### src/rtl/life_pkg.sv
// Shared types and rule constants for the Game of Life generation engine.
package life_pkg;

    typedef enum logic [2:0] {
        ST_IDLE  = 3'd0,
        ST_PRIME = 3'd1,
        ST_FETCH = 3'd2,
        ST_WRITE = 3'd3,
        ST_SWAP  = 3'd4
    } life_state_t;

    // B3/S23 rule
    localparam int unsigned BIRTH_COUNT   = 3;
    localparam int unsigned SURVIVE_COUNT = 2;

    // Neighbour count 0..8
    localparam int unsigned NCOUNT_W = 4;

    // PRIME/FETCH run three read phases plus one drain phase
    localparam int unsigned PHASE_W    = 2;
    localparam logic [PHASE_W-1:0] LAST_PHASE = 2'd3;

endpackage

### src/rtl/life_word_rule.sv
// Next-state of one memory word from a 3x3 window of words (rows r-1..r+1, columns c-1..c+1).
module life_word_rule
    import life_pkg::*;
#(
    parameter int unsigned LINE_WIDTH = 8
) (
    input  logic [2:0][2:0][LINE_WIDTH-1:0] win,
    output logic [LINE_WIDTH-1:0]           next_word_c
);

    logic [2:0][3*LINE_WIDTH-1:0] row_ext;
    logic [NCOUNT_W-1:0]          n;
    logic                         alive;

    // Flatten each window row; bit LINE_WIDTH+x is cell x of column c
    always_comb begin
        for (int r = 0; r < 3; r++) begin
            row_ext[r] = {win[r][2], win[r][1], win[r][0]};
        end
    end

    // Count the eight neighbours of every cell and apply the rule
    always_comb begin
        n           = '0;
        alive       = 1'b0;
        next_word_c = '0;
        for (int x = 0; x < int'(LINE_WIDTH); x++) begin
            n = '0;
            for (int r = 0; r < 3; r++) begin
                for (int k = 0; k < 3; k++) begin
                    if (!(r == 1 && k == 1)) begin
                        n = n + NCOUNT_W'(row_ext[r][x + k + int'(LINE_WIDTH) - 1]);
                    end
                end
            end
            alive = row_ext[1][x + int'(LINE_WIDTH)];
            next_word_c[x] = (n == NCOUNT_W'(BIRTH_COUNT)) ||
                             (alive && (n == NCOUNT_W'(SURVIVE_COUNT)));
        end
    end

endmodule

### src/rtl/life_engine.sv
// Sweeps the current generation word by word, writes the B3/S23 next state and pulses the buffer swap.
module life_engine
    import life_pkg::*;
#(
    parameter int unsigned ADDR_SIZE     = 32,
    parameter int unsigned LINE_WIDTH    = 8,
    parameter int unsigned WORDS_PER_ROW = 40,
    parameter int unsigned ROWS          = 240
) (
    input  logic                  clk_in,
    input  logic                  rst_in,
    input  logic                  start_in,
    output logic [ADDR_SIZE-1:0]  addr_r_out,
    input  logic [LINE_WIDTH-1:0] data_r_in,
    output logic [ADDR_SIZE-1:0]  addr_w_out,
    output logic [LINE_WIDTH-1:0] data_w_out,
    output logic                  we_out,
    output logic                  swap_out,
    output logic                  busy_out
);

    localparam int unsigned ROW_W = (ROWS > 1) ? $clog2(ROWS) : 1;
    localparam int unsigned COL_W = (WORDS_PER_ROW > 1) ? $clog2(WORDS_PER_ROW) : 1;
    localparam logic [ROW_W-1:0]     LAST_ROW   = ROW_W'(ROWS - 1);
    localparam logic [COL_W-1:0]     LAST_COL   = COL_W'(WORDS_PER_ROW - 1);
    localparam logic [ADDR_SIZE-1:0] ROW_STRIDE = ADDR_SIZE'(WORDS_PER_ROW);

    life_state_t          state, state_nxt;
    logic [PHASE_W-1:0]   phase, phase_nxt;
    logic [ROW_W-1:0]     row, row_nxt;
    logic [COL_W-1:0]     col, col_nxt;
    logic [ADDR_SIZE-1:0] row_base, row_base_nxt;

    // Read in flight this cycle (rd_*) and read whose data arrives this cycle (cap_*)
    logic       rd_pend, rd_ok, cap_pend, cap_ok;
    logic [1:0] rd_slot, rd_col, cap_slot, cap_col;

    logic                  rd_pend_nxt, rd_ok_nxt, row_ok, col_ok;
    logic [1:0]            rd_slot_nxt, rd_col_nxt;
    logic [ADDR_SIZE-1:0]  rd_base, rd_col_idx, addr_r_nxt, addr_w_nxt;
    logic [LINE_WIDTH-1:0] data_w_nxt, rule_word;
    logic                  we_nxt, swap_nxt, busy_nxt;

    logic [2:0][2:0][LINE_WIDTH-1:0] win, win_nxt;

    // FSM state and sweep counters
    always_ff @(posedge clk_in or posedge rst_in) begin
        if (rst_in) begin
            state    <= ST_IDLE;
            phase    <= '0;
            row      <= '0;
            col      <= '0;
            row_base <= '0;
        end else begin
            state    <= state_nxt;
            phase    <= phase_nxt;
            row      <= row_nxt;
            col      <= col_nxt;
            row_base <= row_base_nxt;
        end
    end

    // Next state and counter updates
    always_comb begin
        state_nxt    = state;
        phase_nxt    = phase;
        row_nxt      = row;
        col_nxt      = col;
        row_base_nxt = row_base;
        unique case (state)
            ST_IDLE: begin
                if (start_in) begin
                    state_nxt    = ST_PRIME;
                    phase_nxt    = '0;
                    row_nxt      = '0;
                    col_nxt      = '0;
                    row_base_nxt = '0;
                end
            end
            ST_PRIME, ST_FETCH: begin
                if (phase == LAST_PHASE) begin
                    state_nxt = (state == ST_PRIME) ? ST_FETCH : ST_WRITE;
                    phase_nxt = '0;
                end else begin
                    phase_nxt = phase + PHASE_W'(1);
                end
            end
            ST_WRITE: begin
                phase_nxt = '0;
                if (col != LAST_COL) begin
                    col_nxt   = col + COL_W'(1);
                    state_nxt = ST_FETCH;
                end else if (row != LAST_ROW) begin
                    row_nxt      = row + ROW_W'(1);
                    col_nxt      = '0;
                    row_base_nxt = row_base + ROW_STRIDE;
                    state_nxt    = ST_PRIME;
                end else begin
                    state_nxt = ST_SWAP;
                end
            end
            ST_SWAP: begin
                state_nxt = ST_IDLE;
            end
            default: begin
                state_nxt = ST_IDLE;
            end
        endcase
    end

    // Next values of the registered outputs: read address of the coming phase, write strobe, swap, busy
    always_comb begin
        rd_pend_nxt = 1'b0;
        rd_ok_nxt   = 1'b0;
        rd_slot_nxt = phase_nxt;
        rd_col_nxt  = 2'd1;
        rd_base     = row_base_nxt;
        rd_col_idx  = ADDR_SIZE'(col_nxt);
        row_ok      = 1'b1;
        col_ok      = 1'b1;
        addr_r_nxt  = '0;
        we_nxt      = (state_nxt == ST_WRITE);
        addr_w_nxt  = we_nxt ? (row_base_nxt + ADDR_SIZE'(col_nxt)) : '0;
        data_w_nxt  = we_nxt ? rule_word : '0;
        swap_nxt    = (state_nxt == ST_SWAP);
        busy_nxt    = (state_nxt != ST_IDLE);
        if ((state_nxt == ST_PRIME || state_nxt == ST_FETCH) && phase_nxt != LAST_PHASE) begin
            rd_pend_nxt = 1'b1;
            if (state_nxt == ST_FETCH) begin
                rd_col_nxt = 2'd2;
                rd_col_idx = ADDR_SIZE'(col_nxt) + ADDR_SIZE'(1);
                col_ok     = (col_nxt != LAST_COL);
            end
            case (phase_nxt)
                2'd0: begin
                    rd_base = row_base_nxt - ROW_STRIDE;
                    row_ok  = (row_nxt != '0);
                end
                2'd2: begin
                    rd_base = row_base_nxt + ROW_STRIDE;
                    row_ok  = (row_nxt != LAST_ROW);
                end
                default: begin
                    rd_base = row_base_nxt;
                end
            endcase
            rd_ok_nxt = row_ok && col_ok;
            if (rd_ok_nxt) begin
                addr_r_nxt = rd_base + rd_col_idx;
            end
        end
    end

    // Window update: clear left column at row start, land read data, shift left after a write
    always_comb begin
        win_nxt = win;
        if (state == ST_PRIME && phase == '0) begin
            for (int i = 0; i < 3; i++) begin
                win_nxt[i][0] = '0;
            end
        end
        if (cap_pend) begin
            win_nxt[cap_slot][cap_col] = cap_ok ? data_r_in : '0;
        end
        if (state == ST_WRITE) begin
            for (int i = 0; i < 3; i++) begin
                win_nxt[i][0] = win[i][1];
                win_nxt[i][1] = win[i][2];
                win_nxt[i][2] = '0;
            end
        end
    end

    // Rule evaluated on the window as it will stand in the WRITE cycle
    life_word_rule #(
        .LINE_WIDTH (LINE_WIDTH)
    ) u_rule (
        .win         (win_nxt),
        .next_word_c (rule_word)
    );

    // Window, read tracking and output registers
    always_ff @(posedge clk_in or posedge rst_in) begin
        if (rst_in) begin
            addr_r_out <= '0;
            addr_w_out <= '0;
            data_w_out <= '0;
            we_out     <= 1'b0;
            swap_out   <= 1'b0;
            busy_out   <= 1'b0;
            rd_pend    <= 1'b0;
            rd_ok      <= 1'b0;
            rd_slot    <= '0;
            rd_col     <= '0;
            cap_pend   <= 1'b0;
            cap_ok     <= 1'b0;
            cap_slot   <= '0;
            cap_col    <= '0;
            win        <= '0;
        end else begin
            addr_r_out <= addr_r_nxt;
            addr_w_out <= addr_w_nxt;
            data_w_out <= data_w_nxt;
            we_out     <= we_nxt;
            swap_out   <= swap_nxt;
            busy_out   <= busy_nxt;
            rd_pend    <= rd_pend_nxt;
            rd_ok      <= rd_ok_nxt;
            rd_slot    <= rd_slot_nxt;
            rd_col     <= rd_col_nxt;
            cap_pend   <= rd_pend;
            cap_ok     <= rd_ok;
            cap_slot   <= rd_slot;
            cap_col    <= rd_col;
            win        <= win_nxt;
        end
    end

endmodule

### config.mk
export PLATFORM = sky130hd
export DESIGN_NAME = life_engine
export DESIGN_NICKNAME = d
export VERILOG_FILES = /design/src/rtl/life_pkg.sv /design/src/rtl/life_word_rule.sv /design/src/rtl/life_engine.sv
export SDC_FILE = /design/constraint.sdc
export NUM_CORES = 1
export LEC_CHECK = 0
export CAP_MARGIN = 20
export CELL_PAD_IN_SITES_DETAIL_PLACEMENT = 2
export CELL_PAD_IN_SITES_GLOBAL_PLACEMENT = 2
export CORE_MARGIN = 4
export CORE_UTILIZATION = 41
export CTS_CLUSTER_DIAMETER = 80
export DETAILED_ROUTE_END_ITERATION = 8
export PLACE_DENSITY = 0.93
export SLEW_MARGIN = 20
export SYNTH_ARGS = -nofsm -noshare
export SYNTH_HDL_FRONTEND = slang
export SYNTH_SLANG_ARGS = --single-unit
export TNS_END_PERCENT = 5
### constraint.sdc
create_clock -name clk_in -period 15.4 [get_ports clk_in]
set_input_delay 3.08 -clock clk_in [delete_from_list [all_inputs] [get_ports clk_in]]
set_output_delay 3.08 -clock clk_in [all_outputs]
set_load 0.03 [all_outputs]
* Word level (Yosys, flattened, before mapping)
Cells that the tools add are included.
** Storage, ports and cells
- Flip-flop bits (word level) :: 208
- Bits of input ports :: 11
- Output and inout port bits :: 75
- Logic and storage cells :: 206
** Cells by class
- $add $sub $neg :: 65
- $lt $le $gt $ge :: 4
- Eq/ne operators :: 30
- Muxes and demuxes :: 48
- Reductions and logical operators :: 29
** Operators by type and width (count)
- 32-bit two-way mux :: 8
- 4-bit by 1-bit adder with 4-bit output :: 48
- 72-bit two-way mux :: 2
- 32-bit one-hot mux with 2 select lines :: 2
- 72-bit bitwise mux :: 1
- 8-bit two-way mux :: 9
- 32-bit by 6-bit adder with 32-bit output, second input constant :: 2
- 4-bit by 2-bit == test with 1-bit output, second input constant :: 16
- 24-bit demux with 2-bit select :: 1
- 32-bit adder :: 1
- 32-bit by 6-bit adder with 32-bit output :: 1
- 32-bit by 6-bit subtractor with 32-bit output, second input constant :: 1
- 24-bit two-way mux :: 1
- 6-bit two-way mux :: 3
- 1-bit by 1-bit adder with 2-bit output :: 8
- 8-bit demux with 2-bit select :: 1
- 8-bit inequality test, second input constant :: 2
- 8-bit one-hot mux with 2 select lines :: 1
- 1-bit logical AND :: 13
- 3-bit by 2-bit == test with 1-bit output, second input constant :: 4
- 3-bit two-way mux :: 4
- 6-bit inequality test, second input constant :: 2
- 6-bit one-hot mux with 2 select lines :: 1
- 1-bit logical OR :: 9
- other kinds (22) :: 35

* Longest topological paths before layout
Gate-level depths: netlist of run 1.
- Word-level depth :: 20
- Gate-level depth with buffers :: 25

* Cells and area by module
A second synthesis of run 1 with hierarchy kept.
** Second synthesis, totals
- Cells, all modules :: 1614
- Area total of the unflattened synthesis :: 14106.0 um2
** Modules (own cells, without submodules)
- life_engine :: instances 1, cells an instance 1463, area an instance 12748.5 um2, seq. area each 5205.0 um2
- life_word_rule :: instances 1, cells an instance 151, area an instance 1357.6 um2, seq. area each 0.0 um2

* Worst setup path before layout of run 1
No wires, ideal clock.
- Kind :: input port to flip-flop
- From :: input port start_in
- To :: register addr_r_out[27]
- Library setup time :: 0.128 ns
- Arrival :: 7.737 ns
- Path slack :: 7.535 ns
- Stages :: 19
- Path buffers :: 2
- Cell sequence :: nor3_1 or2_1 a221o_2 clkinv_1 ha_1 clkbuf_1 a211oi_1 nor2_1 or2_2 o31ai_1 o21a_1 nor2_1 a311oi_1 a32oi_1 nor3_1 and4_1 buf_4 and2b_1 mux2_1
** Between the ends
- Word-level cells in the longest chain between the ends :: 8
** RTL lines
- start, declared :: line life_engine.sv:12 : input logic start_in,
- 32-bit two-way mux (tied with other cells) :: line life_engine.sv:72 : if (start_in) begin
- 32-bit one-hot mux with 2 select lines (tied with other cells) :: line life_engine.sv:70 : unique case (state)
- 32-bit by 6-bit adder with 32-bit output (tied with other cells) :: line life_engine.sv:140 : rd_base = row_base_nxt + ROW_STRIDE;
- 32-bit one-hot mux with 2 select lines (tied with other cells) :: line life_engine.sv:134 : case (phase_nxt)
- 32-bit two-way mux / 1-bit two-way mux (equally long branches) :: line life_engine.sv:127 : if ((state_nxt == ST_PRIME || state_nxt == ST_FETCH) && phase_nxt != LAST_PHASE) begin
- 32-bit adder / 1-bit logical AND (equally long branches) :: line life_engine.sv:149, life_engine.sv:147
- 32-bit two-way mux :: line life_engine.sv:148 : if (rd_ok_nxt) begin
- 32-bit two-way mux * :: line life_engine.sv:127
- via addr_r_nxt[27] :: line life_engine.sv:40 : logic [ADDR_SIZE-1:0] rd_base, rd_col_idx, addr_r_nxt, addr_w_nxt;
- end signal, assigned :: line life_engine.sv:201 : addr_r_out <= addr_r_nxt;
- end, declared :: line life_engine.sv:13 : output logic [ADDR_SIZE-1:0] addr_r_out,
Mark *: on every way through the listed nets, which the timed path passes. The rest lies on a longest branch. The select of a mux whose other input is x is not followed.
A chain may end at the register's enable or synchronous reset.

* Worst setup path in the final report of run 1
- From :: input port start_in
- To :: register addr_r_out[27]
** Between the ends
- Word-level cells in the longest chain between the ends :: 8
** RTL lines
- 32-bit two-way mux * :: line life_engine.sv:72
- 32-bit one-hot mux with 2 select lines * :: line life_engine.sv:70
- via row_base_nxt[6] :: line life_engine.sv:32 : logic [ADDR_SIZE-1:0] row_base, row_base_nxt;
- 32-bit by 6-bit adder with 32-bit output / 32-bit by 6-bit subtractor with 32-bit output (equally long branches) :: line life_engine.sv:140, life_engine.sv:136
- 32-bit one-hot mux with 2 select lines * :: line life_engine.sv:134
- 32-bit two-way mux * :: line life_engine.sv:127
- 32-bit adder * :: line life_engine.sv:149 : addr_r_nxt = rd_base + rd_col_idx;
- 32-bit two-way mux * :: line life_engine.sv:148
- 32-bit two-way mux * :: line life_engine.sv:127
- via addr_r_nxt[27] :: line life_engine.sv:40
Marks and branches as above.

==> results of run 1 <==
[placed cells by master, fill, tap and decap left out, drive strengths merged, types with 38 or more instances in the layout]
| master | instances |
|---|---|
| mux2i | 43 |
| nand2 | 127 |
| clkdlybuf4s50 | 85 |
| nor2 | 165 |
| o21ai | 90 |
| nor3 | 38 |
| inv | 75 |
| xnor2 | 40 |
| ha | 68 |
| dfrtp | 187 |
| a21oi | 90 |
[critical path, cell delays in order]
cell and delay (ps):
clkdlybuf4s50_1 510, or4b_1 550, nand2_1 530, o21ai_0 240, a21oi_1 540, inv_1 200, ha_1 420, o21ai_0 170
nor2_1 80, or2_2 330, o31ai_1 400, o21a_1 310, nor2_1 60, a311oi_1 370, a32oi_1 190, nor3_1 820
and4_1 500, and2b_1 190, mux2_1 320
[layout make-up]
type                       count  area (um2)
multi-input combinational   1096        7579
fill                        3299       16090
timing repair buffer         102       978.4
clock buffer                  20       436.7
inverter                      72       277.8
sequential                   187        4679
tap                          396       495.5
clock inverter                11       135.1
[per-stage QoR]
step | hold slack (ps) | instance area (um2) | utilization, %
3_5_place_dp | 356.9 | 14000 | 45.66
4_1_cts | 377.3 | 14580 | 47.52
5_1_grt | 389.8 | 14580 | 47.54
6_report | 377.4 | 14580 | 47.54
3_3_place_gp | 333.3 | 14000 | 45.66
2_1_floorplan | 331.2 | 12750 | -
[flip-flops by register name, summed over array words and instances (netlist names), 3 cells and up]
name        count
win            51
addr_r_out     32
col             6
addr_w_out     32
row_base       32
row             8
data_w_out      8
state           3
[where the power goes]
group / switching (mW) / total (mW) / leakage (nW) / internal (mW)
clock network: 0.217 / 0.458 / 0.273 / 0.241
logic: 0.0691 / 0.111 / 3.46 / 0.0416
registers: 0.00166 / 0.496 / 2.29 / 0.494
total: 0.288 / 1.06 / 6.02 / 0.777
[cell families (layout without fill, tap and decap cells)]
| kind of cell | Yosys count | after routing |
|---|---|---|
| buffers and inverters | 132 | 205 |
| adder cells (fa/ha/maj) | 103 | 103 |
| multiplexers | 50 | 50 |
| flip-flops | 187 | 187 |
| AO/OA/AOI/OAI | 337 | 337 |
| XOR/XNOR | 56 | 56 |
| AND/OR/NAND/NOR | 550 | 550 |
[routing by layer]
metal | track usage [%] | up-vias | routed length, um
met5 | 0 | - | 0
met4 | 10.91 | 0 | 1577
met3 | 4.914 | 112 | 1968
met2 | 50.45 | 338 | 24630
met1 | 36.21 | 5957 | 20090
li1 | - | 5163 | -
[path summary, 6_finish.rpt]
check / from / to / slack, ps / cells past startpoint
setup / recovery: start_in / addr_r_out[27] / 5920 / 19
hold / removal: rd_pend / cap_pend / 380 / 0
setup reg to reg: state[1] / addr_r_out[27] / 8200 / 21
hold reg to reg: rd_pend / cap_pend / 380 / 0
max in group asynchronous: rst_in / addr_r_out[23] / 10730 / 3
min in group asynchronous: rst_in / addr_r_out[1] / 3190 / 2
==> out/results.ini, run 1 <==
[run_status]
status=finished clean

[synth]
synth_compound_area_share_pct=17.52
synth-edff-count=0
synth-async-reset-ratio_pct=100.0
synth_fa_ha_area_share_pct=12.16
avgSynthCellArea_um2=9.014
synthSimpleGateAreaFrac_pct=21.70
ys.flop_type=dfrtp_1
synthXorXnorAreaFrac_pct=3.845
yosysSeqAreaShare_pct=36.69
ys_ff_latch=187
synth_nets=1529
synth_top_family_by_area=simple AND/OR/NAND/NOR gates
synth.mux.area_fraction_pct=3.993
synth.distinct_cells=92
syn_inst=1415
synth_area_leaders=dfrtp_1, ha_1, fa_1
synth_area_leader_cell=dfrtp_1
yosysWarningCount=0
synth_top_area_share_pct=36.69
synth_area_um2=12750
synth_commonest_cells=dfrtp_1, nor2_1, nand2_1, a21oi_1, o21ai_0
synth_most_common_cell=dfrtp_1

[finish]
nNetsFinal=1590
drive_above_1_share_pct=5.780
antenna_cells=0
syn2layout_area_growth_pct=14.32
final_cells=1884

[global_route]
grt_overflow_total=0
grt_pass1_wl_um=77140
antenna_found_initial=0
track_usage_pct=29.02
grt_pass1_vias=13436
grt_max_degree=116

[sta]
tns_ps=0
fmaxAchievable_mhz=105.5
fin_skew_ps=16.62
fin_crit_sh_pct=61.55
timing.final.ws_setup_ps=5921
period_needed_ps=9479
tightest_slew_ps=1135
final-setup-viol-count=0
rsz0062_at_grt=false
hold_viol_final=0
report.final.slew_viol_count=0
max_slew_margin_pct=24.05

[die]
fp.dieArea_um2=33990
io_pins=86
die_w_um=184.4
die_y_um=184.4
start_util_pct=41.59
rows=64
core-area_um2=30670

[place]
pre_cts_slack_ps=5548
dp_hpwl_um=34370
io_buffers=85
gp_congestion=0.8368
place_inst=1853

[pwr]
irDropWorstVdd_mv=0.07788
power.density_nw_per_um2=73.02
leakage_nw=6.023
power_mw=1.065

[routing]
drtIter0Drc=813
vias_per_cell=6.141
first_pass_iters=6
wl_per_cell_um=25.62
vias=11570
antenna_left=0
drc=0
wirelength_um=48270

[worst_hold_path]
hp-class=reg2reg

[cts]
cts_buffers=17
clock-sinks=187
ctsHoldBuffers=0
ctsResizeCount=0
clk_latency_ps=470
cts_tree=done
clkTransAtPathRegs_ps=70
postCtsSetupBuffers=0
root_buffer=clkbuf_16
htree_levels=4
clk_path_buf_depth=2

[worst_setup_path]
end_kind=register
startpoint_type=primary input
cp.arrival_ps=9830
worstSetupPathType=in2reg
path_max_fanout=15
required_ps=15750

[job]
maxCapViolCount=0

Note: power is estimated with default switching activity, not from simulation.
==> inputs of run 2 (changes only) <==
--- a/config.mk
+++ b/config.mk
@@ -9,10 +9,10 @@
 export CELL_PAD_IN_SITES_DETAIL_PLACEMENT = 2
 export CELL_PAD_IN_SITES_GLOBAL_PLACEMENT = 2
 export CORE_MARGIN = 4
-export CORE_UTILIZATION = 41
+export CORE_UTILIZATION = 38
 export CTS_CLUSTER_DIAMETER = 80
 export DETAILED_ROUTE_END_ITERATION = 8
-export PLACE_DENSITY = 0.93
+export PLACE_DENSITY = 0.87
 export SLEW_MARGIN = 20
 export SYNTH_ARGS = -nofsm -noshare
 export SYNTH_HDL_FRONTEND = slang
==> constraint.sdc (replaced) <==
create_clock -name clk_in -period 9.55 [get_ports clk_in]
set_input_delay 1.91 -clock clk_in [delete_from_list [all_inputs] [get_ports clk_in]]
set_output_delay 1.91 -clock clk_in [all_outputs]
set_load 0.03 [all_outputs]
==> out/results.ini, run 2 (synthesis gave the netlist of run 1 again) <==
[routing]
vias_per_cell=5.888  ; -4.1%
first_pass_iters=7  ; +1
drc=0  ; unchanged
wirelength_um=45440  ; -5.9%
drtIter0Drc=523  ; -36%
wl_per_cell_um=23.54  ; -8.1%
vias=11364  ; -1.8%
antenna_left=0  ; unchanged

[global_route]
grt_overflow_total=0  ; unchanged
grt_pass1_wl_um=73080  ; -5.3%
antenna_found_initial=0  ; unchanged
grt_pass1_vias=12853  ; -4.3%
grt_max_degree=139  ; +20%
track_usage_pct=25.46  ; -3.6 points

[worst_setup_path]
worstSetupPathType=in2reg
worstPathCellList=clkdlybuf4s50_1 > nor3_1 > or2_1 > a221o_2 > clkinv_1 > ha_1 > a211oi_1 > nor2_1 > or2_2 > o31ai_1 > o2111ai_1 > o311ai_1 > a31oi_1 > nor3_1 > nor4b_2 > and4_1 > and2b_1 > mux2_1
slowest_delay_ps=720  ; -100 ps
cpMaxStageDelayCell=a221o_2
path_buf_inv=2  ; unchanged
path_max_fanout=31  ; +16
reg2reg_setup_slack_ps=2500  ; -5700 ps
crit_top_cell=nor3_1
cpLargestDelayFamily=simple AND/OR/NAND/NOR gates
cp.arrival_ps=8450  ; -1380 ps
startpoint_type=primary input
end_kind=register
required_ps=9890  ; -5860 ps

[place]
place_inst=1897  ; +2.4%
gp_congestion=0.8689  ; +3.8%
pre_cts_slack_ps=1052  ; -4496 ps
placed_cell_area_um2=14050  ; +0.32%
io_buffers=85  ; unchanged
dp_hpwl_um=32740  ; -4.7%

[die]
start_util_pct=38.91  ; -2.7 points
die_w_um=191.2  ; +3.7%
fp.dieArea_um2=36560  ; +7.5%
rows=66  ; +3.1%
core-area_um2=32780  ; +6.9%
io_pins=86  ; unchanged
die_y_um=191.2  ; +3.7%

[sta]
fin_hold_ws_ps=356.8  ; -20.65 ps
period_needed_ps=8111
report.final.slew_viol_count=0  ; unchanged
rsz0062_at_grt=false
hold_viol_final=0  ; unchanged
tightest_slew_ps=1159  ; +23.58 ps
max_slew_margin_pct=21.75  ; -2.3 points
fmaxAchievable_mhz=123.3
fin_skew_ps=16.09  ; -0.5269 ps
timing.final.ws_setup_ps=1439  ; -4481 ps
tns_ps=0  ; unchanged
fin_crit_sh_pct=84.93
final-setup-viol-count=0  ; unchanged

[finish]
final_cell_mix=dfrtp_1, nor2_1, nand2_1
post-route-util_pct=44.66  ; -2.9 points
regMostFlops=win
final_cells=1930  ; +2.4%
finalInstanceArea_um2=14640  ; +0.40%
drive_above_1_share_pct=5.981  ; +0.20 points
layout_commonest_cell=dfrtp_1
antenna_cells=0  ; unchanged
largest_reg_flops=51  ; unchanged
syn2layout_area_growth_pct=14.78
nNetsFinal=1589  ; -0.063%

[cts]
cts_tree=done
postCtsSetupBuffers=0  ; unchanged
clkTransAtPathRegs_ps=90  ; +20 ps
cts_buffers=17  ; unchanged
ctsResizeCount=0  ; unchanged
ctsHoldBuffers=0  ; unchanged
clk_path_buf_depth=2  ; unchanged
root_buffer=clkbuf_16
clock-sinks=187  ; unchanged
htree_levels=4  ; unchanged
clk_latency_ps=470  ; about the same

[pwr]
power_mw=1.690  ; +59%
leakage_nw=6.032  ; +0.14%
irDropWorstVdd_mv=0.1325  ; +70%
power.density_nw_per_um2=115.4  ; +58%

[job]
maxCapViolCount=0  ; unchanged

[run_status]
status=finished clean

[worst_hold_path]
hp-class=reg2reg

-- run 2: cell types whose count changed in the layout (fill, tap and decap cells not counted), sizes merged --
cell      delta
inv          +4
clkinv       +3
buf          -2
bufinv       -2
clkinvlp     -2
clkbuf       -1
-- run 2: final cells by class --
class                   count  area [um2]
clock inverters            14       151.4
clock buffers              18       429.2
fillers                  3612       18140
repair buffers            101       968.4
well taps                 442       553.0
multi-input cells        1096        7581
flip-flops and latches    187        4679
inverters                  72       277.8
-- run 2: metal layers --
| metal | up-vias | wire length, um | GRT usage, % | share of wire (%) |
|---|---|---|---|---|
| met4 | 0 | 1072 | 7.790 | 2.4 |
| li1 | 5178 | - | - | - |
| met3 | 66 | 1288 | 3.671 | 2.8 |
| met1 | 5922 | 19790 | 31.88 | 44 |
| met2 | 198 | 23290 | 45.44 | 51 |
| met5 | - | 0 | 0 | 0 |
-- run 2: report_power, final --
group | total (mW) | switching [mW] | internal [mW]
clock network | 0.730 | 0.379 | 0.351
logic | 0.160 | 0.0979 | 0.0623
registers | 0.800 | 0.00273 | 0.797
-- run 2: path summary, 6_finish.rpt --
check | from | endpoint | cells after the start
max | start_in | addr_r_out[27] | 18
min | rd_ok | cap_ok | 0
max reg2reg | col[0] | addr_r_out[27] | 24
min reg2reg | rd_ok | cap_ok | 0
max in group asynchronous | rst_in | win[7] | 3
min in group asynchronous | rst_in | addr_r_out[0] | 2
==> inputs of run 3 (changes only) <==
==> constraint.sdc (replaced) <==
create_clock -name clk_in -period 8.4 [get_ports clk_in]
set_input_delay 1.68 -clock clk_in [delete_from_list [all_inputs] [get_ports clk_in]]
set_output_delay 1.68 -clock clk_in [all_outputs]
set_load 0.03 [all_outputs]
==> out/results.ini, run 3 (synthesis gave the netlist of run 1 again) <==
[cts]
root_buffer=clkbuf_16
ctsResizeCount=0  ; unchanged
clkTransAtPathRegs_ps=80  ; about the same
htree_levels=4  ; unchanged
clk_latency_ps=480  ; about the same
cts_tree=done
clock-sinks=187  ; unchanged
clk_path_buf_depth=2  ; unchanged
cts_buffers=17  ; unchanged
ctsHoldBuffers=0  ; unchanged
postCtsSetupBuffers=0  ; unchanged

[sta]
report.final.slew_viol_count=0  ; unchanged
fin_skew_ps=17.51  ; +1.421 ps
final-setup-viol-count=0  ; unchanged
hold_viol_final=0  ; unchanged
fmaxAchievable_mhz=133.4
timing.final.ws_setup_ps=904.6  ; -534.9 ps
rsz0062_at_grt=false
max_slew_margin_pct=25.14  ; +3.4 points
tightest_slew_ps=1111  ; -47.57 ps
tns_ps=0  ; unchanged
period_needed_ps=7495
fin_crit_sh_pct=89.23

[global_route]
grt_max_degree=119  ; -14%
track_usage_pct=25.90  ; +0.43 points
antenna_found_initial=0  ; unchanged
grt_overflow_total=0  ; unchanged
grt_pass1_wl_um=74470  ; +1.9%
grt_pass1_vias=12932  ; +0.61%

[routing]
wirelength_um=46160  ; +1.6%
first_pass_iters=4  ; -3
drc=0  ; unchanged
drtIter0Drc=629  ; +20%
vias=11425  ; +0.54%
antenna_left=0  ; unchanged
wl_per_cell_um=23.87  ; +1.4%
vias_per_cell=5.907  ; +0.33%

[finish]
multi_input_area_um2=7575  ; about the same
syn2layout_area_growth_pct=14.95
nNetsFinal=1593  ; +0.25%
final_cell_mix=dfrtp_1, nor2_1, nand2_1
regMostFlops=win
antenna_cells=0  ; unchanged
layout_commonest_cell=dfrtp_1
regArea_um2=4679  ; unchanged
fill_cells=3570  ; -1.2%
final_cells=1934  ; +0.21%
largest_reg_flops=51  ; unchanged
drive_above_1_share_pct=6.233  ; +0.25 points

[pwr]
leakage_nw=6.040  ; +0.13%
irDropWorstVdd_mv=0.1387  ; +4.7%
power.density_nw_per_um2=131.1  ; +14%

[worst_setup_path]
startpoint_type=primary input
crit_top_cell=nor3_1
required_ps=8750  ; -1140 ps
slowest_delay_ps=530  ; -190 ps
worstSetupPathType=in2reg
path_max_fanout=17  ; -45%
cp.arrival_ps=7850  ; -600 ps
end_kind=register
cpMaxStageDelayCell=ha_1
worstPathCellList=clkdlybuf4s50_1 > nor3_1 > or2_1 > a221o_2 > clkinv_1 > ha_1 > a211oi_1 > nor2_1 > or2_2 > o31ai_1 > o2111ai_1 > o311ai_1 > a31oi_1 > nor3_1 > nor4b_2 > and4_1 > and2b_1 > mux2_1

[die]
fp.dieArea_um2=36560  ; unchanged
die_w_um=191.2  ; unchanged
start_util_pct=38.91  ; unchanged
die_y_um=191.2  ; unchanged
io_pins=86  ; unchanged
rows=66  ; unchanged
core-area_um2=32780  ; unchanged

[job]
maxCapViolCount=0  ; unchanged

[place]
io_buffers=85  ; unchanged
pre_cts_slack_ps=626.3  ; -425.4 ps
gp_congestion=0.8948  ; +3.0%
dp_hpwl_um=32980  ; +0.73%
place_inst=1902  ; +0.26%

[run_status]
status=finished clean

[worst_hold_path]
hp-class=reg2reg

-- run 3: cell types whose count changed in the layout (fill, tap and decap cells not counted), moves of 2 or more --
cell	change
buf_4	+5
clkinv_4	-2
clkinvlp_4	+3
inv_6	+3
-- run 3: path summary, 6_finish.rpt --
check | start | cells past startpoint | end | slack (ps)
max | start_in | 18 | addr_r_out[27] | 900
min | rd_ok | 0 | cap_ok | 370
max reg2reg | col[1] | 24 | addr_r_out[27] | 1500
min reg2reg | rd_ok | 0 | cap_ok | 370
max in group asynchronous | rst_in | 3 | row_base[23] | 5140
min in group asynchronous | rst_in | 2 | addr_r_out[4] | 1780
-- run 3: final cells by class --
class                   count  share of cell area, %
repair buffers            105                  6.827
well taps                 442                  3.772
clock inverters            15                  1.024
multi-input cells        1096                  51.66
inverters                  72                  1.895
clock buffers              17                  2.902
flip-flops and latches    187                  31.92
-- run 3: metrics by stage --
stage	hold WS, ps	cell area (um2)	utilization, %	power [mW]
final	367.2	14660	44.72	1.922
after global routing	374.8	14660	44.72	2.006
after CTS	362.9	14660	44.72	1.940
after detailed placement	344.0	14090	42.97	1.106
after global placement	332.4	14090	42.97	1.077
after floorplan	331.2	12750	-	1.047
-- run 3: critical path, delay by kind of cell --
family,cells,cell delay (ps)
adder cells (fa/ha/maj),1,530
AND/OR/NAND/NOR,8,2660
multiplexers,1,310
AO/OA/AOI/OAI,6,1720
buffers and inverters,2,960
-- run 3: report_power, final --
group	leakage, nW	switching, mW	internal, mW
Sequential	2.29	0.00308	0.906
Clock	0.274	0.432	0.396
Combinational	3.48	0.113	0.0711
Total	6.04	0.548	1.37
-- run 3: per-layer routing --
layer / global-route usage [%] / vias to the layer above / wire [um]
met5: 0 / - / 0
met2: 45.88 / 200 / 23450
li1: - / 5164 / -
met1: 32.40 / 5974 / 20130
met4: 8.453 / 0 / 1295
met3: 3.853 / 87 / 1286
